<file path="src/rtl/cext_align_pkg.sv">
// Shared types and constants for the RVC aligner/expander.
// State encoding is kept as plain logic constants for legacy compatibility.
package cext_align_pkg;

    localparam int unsigned XLEN = 32;

    typedef logic [0:0] type_cext_state_e;
    localparam type_cext_state_e CEXT_IDLE  = 1'b0;
    localparam type_cext_state_e CEXT_SPLIT = 1'b1;

    localparam logic [31:0] INSTR_NOP = 32'h0000_0013;

    localparam logic [1:0] RVC_Q0 = 2'b00;
    localparam logic [1:0] RVC_Q1 = 2'b01;
    localparam logic [1:0] RVC_Q2 = 2'b10;

    localparam logic [6:0] OPC_LOAD   = 7'b0000011;
    localparam logic [6:0] OPC_OP_IMM = 7'b0010011;
    localparam logic [6:0] OPC_STORE  = 7'b0100011;
    localparam logic [6:0] OPC_OP     = 7'b0110011;
    localparam logic [6:0] OPC_LUI    = 7'b0110111;
    localparam logic [6:0] OPC_BRANCH = 7'b1100011;
    localparam logic [6:0] OPC_JALR   = 7'b1100111;
    localparam logic [6:0] OPC_JAL    = 7'b1101111;

    localparam logic [2:0] F3_C_ADDI4SPN = 3'b000;
    localparam logic [2:0] F3_C_LW       = 3'b010;
    localparam logic [2:0] F3_C_SW       = 3'b110;
    localparam logic [2:0] F3_C_ADDI     = 3'b000;
    localparam logic [2:0] F3_C_JAL      = 3'b001;
    localparam logic [2:0] F3_C_LI       = 3'b010;
    localparam logic [2:0] F3_C_LUI      = 3'b011;
    localparam logic [2:0] F3_C_MISC_ALU = 3'b100;
    localparam logic [2:0] F3_C_J        = 3'b101;
    localparam logic [2:0] F3_C_BEQZ     = 3'b110;
    localparam logic [2:0] F3_C_BNEZ     = 3'b111;
    localparam logic [2:0] F3_C_SLLI     = 3'b000;
    localparam logic [2:0] F3_C_LWSP     = 3'b010;
    localparam logic [2:0] F3_C_JR_MV    = 3'b100;
    localparam logic [2:0] F3_C_SWSP     = 3'b110;

    typedef struct packed {
        logic            is_comp;
        logic [XLEN-1:0] pc_aligned;
        logic            stall;
    } type_cext2if_s;

    typedef struct packed {
        logic [XLEN-1:0] pc_ff;
        logic            icache_valid;
    } type_if2cext_s;

endpackage

</file>
<file path="src/rtl/cext_decompress.sv">
// Combinational RV32C expander: one 16-bit parcel to its 32-bit equivalent,
// with a flag for reserved or non-RV32 encodings.
module cext_decompress
    import cext_align_pkg::*;
(
    input  logic [15:0] instr_i,
    output logic [31:0] instr_o,
    output logic        illegal_o
);

    logic [15:0] c;
    logic [4:0]  rd, rs2, rdp, rs1p;

    assign c    = instr_i;
    assign rd   = c[11:7];
    assign rs2  = c[6:2];
    assign rdp  = {2'b01, c[4:2]};
    assign rs1p = {2'b01, c[9:7]};

    always_comb begin
        instr_o   = INSTR_NOP;
        illegal_o = 1'b0;
        case (c[1:0])
            RVC_Q0: begin
                case (c[15:13])
                    F3_C_ADDI4SPN: begin
                        instr_o   = {2'b0, c[10:7], c[12:11], c[5], c[6], 2'b00, 5'd2, 3'b000,
                                     rdp, OPC_OP_IMM};
                        illegal_o = (c[12:5] == 8'h00);
                    end
                    F3_C_LW: instr_o = {5'b0, c[5], c[12:10], c[6], 2'b00, rs1p, 3'b010, rdp,
                                        OPC_LOAD};
                    F3_C_SW: instr_o = {5'b0, c[5], c[12], rdp, rs1p, 3'b010, c[11:10], c[6],
                                        2'b00, OPC_STORE};
                    default: illegal_o = 1'b1;
                endcase
            end
            RVC_Q1: begin
                case (c[15:13])
                    F3_C_ADDI: instr_o = {{7{c[12]}}, c[6:2], rd, 3'b000, rd, OPC_OP_IMM};
                    F3_C_JAL, F3_C_J: begin
                        // c.jal links x1, c.j links x0; funct3[2] tells them apart
                        instr_o = {c[12], c[8], c[10:9], c[6], c[7], c[2], c[11], c[5:3], c[12],
                                   {8{c[12]}}, 4'b0000, ~c[15], OPC_JAL};
                    end
                    F3_C_LI: instr_o = {{7{c[12]}}, c[6:2], 5'd0, 3'b000, rd, OPC_OP_IMM};
                    F3_C_LUI: begin
                        if (rd == 5'd2) begin
                            instr_o = {{3{c[12]}}, c[4:3], c[5], c[2], c[6], 4'b0000, 5'd2,
                                       3'b000, 5'd2, OPC_OP_IMM};
                        end else begin
                            instr_o = {{15{c[12]}}, c[6:2], rd, OPC_LUI};
                        end
                        illegal_o = ({c[12], c[6:2]} == 6'd0);
                    end
                    F3_C_MISC_ALU: begin
                        case (c[11:10])
                            2'b00: begin
                                instr_o   = {7'b0, c[6:2], rs1p, 3'b101, rs1p, OPC_OP_IMM};
                                illegal_o = c[12];
                            end
                            2'b01: begin
                                instr_o   = {7'b0100000, c[6:2], rs1p, 3'b101, rs1p, OPC_OP_IMM};
                                illegal_o = c[12];
                            end
                            2'b10: instr_o = {{7{c[12]}}, c[6:2], rs1p, 3'b111, rs1p, OPC_OP_IMM};
                            default: begin
                                illegal_o = c[12];
                                case (c[6:5])
                                    2'b00: instr_o = {7'b0100000, rdp, rs1p, 3'b000, rs1p, OPC_OP};
                                    2'b01: instr_o = {7'b0000000, rdp, rs1p, 3'b100, rs1p, OPC_OP};
                                    2'b10: instr_o = {7'b0000000, rdp, rs1p, 3'b110, rs1p, OPC_OP};
                                    default: instr_o = {7'b0, rdp, rs1p, 3'b111, rs1p, OPC_OP};
                                endcase
                            end
                        endcase
                    end
                    default: begin
                        instr_o = {c[12], {3{c[12]}}, c[6:5], c[2], 5'd0, rs1p, 2'b00, c[13],
                                   c[11:10], c[4:3], c[12], OPC_BRANCH};
                    end
                endcase
            end
            RVC_Q2: begin
                case (c[15:13])
                    F3_C_SLLI: begin
                        instr_o   = {7'b0, c[6:2], rd, 3'b001, rd, OPC_OP_IMM};
                        illegal_o = c[12];
                    end
                    F3_C_LWSP: begin
                        instr_o   = {4'b0, c[3:2], c[12], c[6:4], 2'b00, 5'd2, 3'b010, rd,
                                     OPC_LOAD};
                        illegal_o = (rd == 5'd0);
                    end
                    F3_C_JR_MV: begin
                        if (!c[12]) begin
                            if (rs2 == 5'd0) begin
                                instr_o   = {12'b0, rd, 3'b000, 5'd0, OPC_JALR};
                                illegal_o = (rd == 5'd0);
                            end else begin
                                instr_o = {7'b0, rs2, 5'd0, 3'b000, rd, OPC_OP};
                            end
                        end else if (rs2 == 5'd0) begin
                            instr_o = (rd == 5'd0) ? 32'h0010_0073
                                                   : {12'b0, rd, 3'b000, 5'd1, OPC_JALR};
                        end else begin
                            instr_o = {7'b0, rs2, rd, 3'b000, rd, OPC_OP};
                        end
                    end
                    F3_C_SWSP: instr_o = {4'b0, c[8:7], c[12], rs2, 5'd2, 3'b010, c[11:9],
                                          2'b00, OPC_STORE};
                    default: illegal_o = 1'b1;
                endcase
            end
            default: illegal_o = 1'b1;
        endcase
    end

endmodule

</file>
<file path="src/rtl/cext_align.sv">
// Instruction aligner between icache and decode; expands RVC and stitches straddling
// 32-bit instructions. Compressed support is built only when C_EXT_EN is defined.
module cext_align
    import cext_align_pkg::*;
(
    input  logic            clk,
    input  logic            rst_n,
    input  logic [XLEN-1:0] pc_i,
    input  logic            icache_ack_i,
    input  logic [31:0]     icache_rdata_i,
    input  logic            flush_i,
    output logic [XLEN-1:0] icache_addr_o,
    output logic [31:0]     instr_o,
    output logic            is_comp_o,
    output logic [XLEN-1:0] pc_aligned_o,
    output logic            instr_valid_o,
    output logic            stall_o,
    output logic            illegal_o
);

    type_cext2if_s cext2if;

    assign is_comp_o    = cext2if.is_comp;
    assign pc_aligned_o = cext2if.pc_aligned;
    assign stall_o      = cext2if.stall;

`ifdef C_EXT_EN
    type_cext_state_e state_q, state_d;
    logic [15:0]      lo_buf_q, lo_buf_d;
    logic [15:0]      hw;
    logic [31:0]      exp_instr;
    logic             exp_illegal;

    assign hw = pc_i[1] ? icache_rdata_i[31:16] : icache_rdata_i[15:0];

    cext_decompress u_decompress (
        .instr_i   (hw),
        .instr_o   (exp_instr),
        .illegal_o (exp_illegal)
    );

    // Second half of a straddle lives in the next word; pc_i is held meanwhile.
    assign icache_addr_o = (state_q == CEXT_SPLIT) ? {pc_i[31:2] + 30'd1, 2'b00}
                                                   : {pc_i[31:2], 2'b00};

    always_comb begin
        state_d            = state_q;
        lo_buf_d           = lo_buf_q;
        instr_o            = INSTR_NOP;
        instr_valid_o      = 1'b0;
        illegal_o          = 1'b0;
        cext2if.is_comp    = 1'b0;
        cext2if.pc_aligned = pc_i;
        cext2if.stall      = 1'b0;
        if (flush_i) begin
            state_d  = CEXT_IDLE;
            lo_buf_d = '0;
        end else if (state_q == CEXT_SPLIT) begin
            if (icache_ack_i) begin
                instr_o       = {icache_rdata_i[15:0], lo_buf_q};
                instr_valid_o = 1'b1;
                state_d       = CEXT_IDLE;
            end else begin
                cext2if.stall = 1'b1;
            end
        end else if (icache_ack_i) begin
            if (hw[1:0] != 2'b11) begin
                instr_o         = exp_illegal ? {16'h0000, hw} : exp_instr;
                illegal_o       = exp_illegal;
                cext2if.is_comp = 1'b1;
                instr_valid_o   = 1'b1;
            end else if (!pc_i[1]) begin
                instr_o       = icache_rdata_i;
                instr_valid_o = 1'b1;
            end else begin
                lo_buf_d      = hw;
                state_d       = CEXT_SPLIT;
                cext2if.stall = 1'b1;
            end
        end
    end

    always_ff @(posedge clk or negedge rst_n) begin
        if (!rst_n) begin
            state_q  <= CEXT_IDLE;
            lo_buf_q <= '0;
        end else begin
            state_q  <= state_d;
            lo_buf_q <= lo_buf_d;
        end
    end
`else
    logic unused_sigs;

    assign unused_sigs   = ^{clk, rst_n, flush_i, pc_i[1:0]};
    assign icache_addr_o = {pc_i[31:2], 2'b00};
    assign instr_o       = icache_ack_i ? icache_rdata_i : INSTR_NOP;
    assign instr_valid_o = icache_ack_i;
    assign illegal_o     = 1'b0;

    always_comb begin
        cext2if.is_comp    = 1'b0;
        cext2if.pc_aligned = pc_i;
        cext2if.stall      = 1'b0;
    end
`endif

endmodule

</file>
<file path="config.mk">
export PLATFORM = sky130hd
export DESIGN_NAME = cext_align
export DESIGN_NICKNAME = d
export VERILOG_FILES = /design/src/rtl/cext_align_pkg.sv /design/src/rtl/cext_decompress.sv /design/src/rtl/cext_align.sv
export SDC_FILE = /design/constraint.sdc
export NUM_CORES = 1
export LEC_CHECK = 0
export ABC_AREA = 0
export BUFFER_PORTS_ARGS = -buffer_cell sky130_fd_sc_hd__clkbuf_2
export CAP_MARGIN = 10
export CORE_MARGIN = 10
export CORE_UTILIZATION = 25
export DETAILED_ROUTE_END_ITERATION = 6
export PLACE_DENSITY = 0.85
export SLEW_MARGIN = 10
export SYNTH_ARGS = -nofsm -noshare
export SYNTH_HDL_FRONTEND = slang
export SYNTH_SLANG_ARGS = --single-unit
export TNS_END_PERCENT = 100
</file>
<file path="constraint.sdc">
create_clock -name vclk -period 1.1
set_input_delay 0.22 -clock vclk [all_inputs]
set_output_delay 0.22 -clock vclk [all_outputs]
set_load 0.05 [all_outputs]
</file>
# ---- Word-level counts from Yosys, hierarchy flattened
# Index checks and enable logic that the tools add are counted.
dict set report classes {
  n_mux 1
}
# cell n
set op_table {}
lappend op_table {{32-bit 2-to-1 mux} 1}
dict set report word_totals {
  reg_bits 0
  out_inout_bits 100
  inputBits 68
}

# ---- Depth between registers and ports, before layout
# Gate-level depths: netlist of the first run.
dict set report logic_depth {
  word_depth 1
  mapped_depth 2
  depth_no_buf 1
}

# ---- Least setup slack after synthesis of the first run
# Ideal clock, no wire load.
dict set report synth_timing {
  kind {input port to output port}
  from {in icache_ack_i}
  to {out instr_o[10]}
  path_stages 2
  required_ns 0.880
  setup_slack_ns 0.100
  arrival_ns 0.780
  path_cell_list {clkbuf_2 and2_1}
}
dict set report synth_via {
  elab_chain_cells 1
}
# item line_no
set synth_rtl {}
lappend synth_rtl {{start, declared} cext_align.sv:9} ;# input logic icache_ack_i,
lappend synth_rtl {{32-bit 2-to-1 mux} cext_align.sv:97} ;# assign instr_o = icache_ack_i ? icache_rdata_i : INSTR_NOP;
lappend synth_rtl {{end, declared} cext_align.sv:13} ;# output logic [31:0] instr_o,
# Every way passes these cells.

# ---- Worst setup path in the final report of the first run
dict set report layout_timing {
  from {in icache_ack_i}
  to {out instr_o[7]}
}
# Same word-level chain as after synthesis.

==> results_dict.tcl, run 1 <==
set metrics [dict create \
    status "finished clean" \
    finalCriticalPeriod_ns 1.07 \
    maxCapViolations 0 \
    grt_overflow 0 \
    rsz0062_at_grt "true" \
    synth_area_leaders "buf_4 70%, and2_1 25%, nand2b_1 2.6%" \
    cts.hold.buffers_added 0 \
    antenna_found_initial 0 \
    cp-end-kind "output port" \
    wirelength_um 2160 \
    total_power_uw 697 \
    synthSimpleGateAreaFrac_pct 27.4 \
    synth.cell_area_um2 729 \
    vias 523 \
    hold_violations 0 \
    finalCritPeriodShare_pct 97.1 \
    drv_slew 0 \
    post_cts_buffers 0 \
    clkbuf_count 0 \
    rows 19 \
    die_height_um 74.0 \
    synthAdderAreaFrac_pct 0 \
    critPathRequiredTime_ns 0.88 \
    die_x_um 74.0 \
    netlist.area_leader.share_pct 70.0 \
    final_area_um2 1140 \
    yosysWarnings 0 \
    track_usage_pct 6.69 \
    start_util_pct 26.2 \
    fp.dieArea_um2 5480 \
    final_nets 175 \
    seq_cells 0 \
    utilization_pct 40.8 \
    placed_area_um2 1120 \
    hold_depth 0 \
    drt_first_pass_iters 2 \
    core_area_um2 2780 \
    grt_max_degree 24 \
    synthMuxAreaShare_pct 0 \
    ant_nets 0 \
    drc 0 \
    crit_fanout 23 \
    wl_per_cell_um 15.9 \
    grt_pass1_vias 602 \
    synth.distinct_cells 6 \
    synth_commonest_cells "68 x buf_4, 29 x and2_1, 3 x nand2b_1" \
    synth_compound_area_share_pct 0 \
    drive_above_1_share_pct 69.5 \
    viasPerCell 3.85 \
    num_antenna_cells 0 \
    area_growth_pct 55.7 \
    hp-class "input pin to output port" \
    crit_type "input pin to output port" \
    register_area_um2 0 \
    fin_ws_ns 0.0314 \
    max_freq_mhz 936 \
    synth_top_family_by_area "buffers and inverters" \
    leakagePower_uw 0.000559 \
    seq_area_frac_synth_pct 0 \
    yosysTopAreaCell "buf_4" \
    post_cts_resized 0 \
    yosysMostFrequentCell "buf_4" \
    io_buffers 66 \
    postSynthCellCount 104 \
    power_density_nw_per_um2 614 \
    boundaryPins 168 \
    start_kind "input pin" \
    gp_congestion 0.715 \
    synth_xor_area_share_pct 0 \
    ir_drop_mv 0.343 \
    place_ws_ns 0.0248 \
    drt-initial-drc-count 7 \
    syn_avg_cell_area_um2 7.01 \
    hold_ws_ns 0.440 \
    grt_pass1_wl_um 3070 \
    arrival_ns 0.85 \
    setup_viol 0 \
]
area by class of cell:
class | count | area [um2]
fillers | 271 | 1650
multi-input cells | 37 | 231
well taps | 31 | 38.8
repair buffers | 68 | 866
stage by stage:
step / setup TNS [ns] / std cells
CTS: 0 / 136
detailed placement: 0 / 136
floorplan: 0 / 108
global route: -0.00661 / 136
finish: 0 / 136
global placement: 0 / 136
layout by cell type, fill, tap and decap left out:
cell type,Yosys,layout
nand2b_1,3,3
conb_1,1,5
and2_4,0,5
and2_1,29,24
clkbuf_2,2,33
buf_12,0,35
routing by layer:
layer	up-vias	wire length, um	global-route usage (%)
li1	237	-	-
met4	0	100	3.31
met3	20	517	5.85
met5	-	0	0
met2	62	1020	11.4
met1	204	514	5.22
cell families after synthesis:
kind of cell	count (synthesis)
other	1
buffers and inverters	71
AND/OR/NAND/NOR	32
report_power, final:
group	internal, uW	total, uW	switching, uW
logic	327	697	370
clock network	0	0	0
registers	0	0	0
total	327	697	370
critical path: stages:
cell and delay, ns:
clkbuf_2 0.14, buf_12 0.15, and2_1 0.18, buf_12 0.15
path summary, 6_finish.rpt:
check | slack [ns] | startpoint | to
setup / recovery | 0.03 | icache_ack_i | instr_o[7]
hold / removal | 0.44 | pc_i[14] | icache_addr_o[14]
No activity file was read; power rests on OpenSTA's default activity.
==> run 2: changes to the inputs <==
- CELL_PAD_IN_SITES_DETAIL_PLACEMENT: not set -> 1
- CELL_PAD_IN_SITES_GLOBAL_PLACEMENT: not set -> 1
- CORE_UTILIZATION: 25 -> 13
==> run 2 against run 1 <==
First-iteration DRC count fell by 43%; utilization fell by 20 points; via count rose by 4.4%; cell area rose by 2.8%; count of clock-buffer cells in the layout did not move; die area rose by 64%; maximum frequency rose by 0.82%; hold slack barely moved; critical endpoint is now instr_o[9].
==> results_dict.tcl, run 2 (same netlist as run 1, synthesis figures left out) <==
set metrics [dict create \
    drt-initial-drc-count 4 \
    setup_viol 0 \
    ant_nets 0 \
    num_antenna_cells 0 \
    crit_fanout 33 \
    drv_slew 0 \
    total_power_uw 691 \
    rows 27 \
    final_area_um2 1170 \
    final_nets 174 \
    drive_above_1_share_pct 69.2 \
    leakagePower_uw 0.000550 \
    hold_violations 0 \
    arrival_ns 0.84 \
    gr-usage-met2_pct 7.72 \
    area_growth_pct 60.0 \
    grtUsageMet3_pct 2.78 \
    layout_commonest_cell "buf_12" \
    grt_pass1_wl_um 3640 \
    finalNonFillerCells 176 \
    antenna_found_initial 0 \
    cp-end-kind "output port" \
    drc 0 \
    vias 546 \
    grt_use_met1_pct 4.77 \
    die_x_um 94.9 \
    register_area_um2 0 \
    critPathRequiredTime_ns 0.88 \
    placed_area_um2 1150 \
    finalCritPeriodShare_pct 96.4 \
    grt_pass1_vias 674 \
    io_buffers 66 \
    fill_cells 639 \
    hpwl_um 2220 \
    clkbuf_count 0 \
    finalCriticalPeriod_ns 1.06 \
    track_usage_pct 4.86 \
    crit_type "input pin to output port" \
    status "finished clean" \
    wirelength_um 2430 \
    power_density_nw_per_um2 592 \
    grt_overflow 0 \
    core_area_um2 5470 \
    grt_max_degree 34 \
    seq_cells 0 \
    maxCapViolations 0 \
    start_util_pct 13.3 \
    gp_congestion 0.661 \
    wl_per_cell_um 13.8 \
    final_cell_mix "34 x buf_12, 33 x clkbuf_2, 24 x and2_1, 5 x and2_4, 5 x conb_1" \
    fp.dieArea_um2 9010 \
    viasPerCell 3.10 \
    boundaryPins 168 \
    die_height_um 94.9 \
    setup_tns_ns 0 \
    busiest_layer "met2" \
    dp.cells 176 \
    hp-class "input pin to output port" \
    ir_drop_mv 0.161 \
    start_kind "input pin" \
    drt_first_pass_iters 2 \
    rsz0062_at_grt "true" \
    max_freq_mhz 943 \
]
[run 2: repair_timing]
action                                  4_1_cts  5_1_grt
endpoints found under the setup margin        0       28
hold buffers                                  0        0
buffers inserted                              0        0
resized for setup                             0        5
hold endpoints to repair                      0        0
[run 2: worst paths after layout]
check,from,endpoint,cells past startpoint
hold / removal,pc_i[1],pc_aligned_o[1],0
setup / recovery,icache_ack_i,instr_o[9],4
[run 2: critical path, cell delays in order]
cell	delay (ns)
clkbuf_2	0.10
buf_12	0.17
and2_1	0.20
buf_12	0.15
[run 2: layout make-up]
cell class                      instances  area, um2  share of cell area (%)
Tap cell                               72       90.1                    7.72
Timing Repair Buffer                   67        846                    72.5
Multi-Input combinational cell         37        231                    19.8
[run 2: metrics by stage]
stage               worst slack (ns)  utilization (%)  hold slack (ns)
finish                        0.0401             21.3            0.440
global route                 -0.0231             21.3            0.440
CTS                          0.00621             21.1            0.440
detailed placement           0.00645             21.1            0.440
global placement              0.0449             21.1            0.440
floorplan                     0.0996                -            0.607
[run 2: where the power goes]
part / total, uW / internal [uW] / switching (uW)
combinational: 691 / 320 / 371
sequential: 0 / 0 / 0
clock: 0 / 0 / 0
total: 691 / 320 / 371
[run 2: layer usage]
metal / part of all wire, % / wire length (um) / vias up
li1: - / - / 236
met1: 32 / 776 / 216
met2: 43 / 1060 / 66
met3: 19 / 457 / 28
met4: 5.6 / 137 / 0
met5: 0 / 0 / -
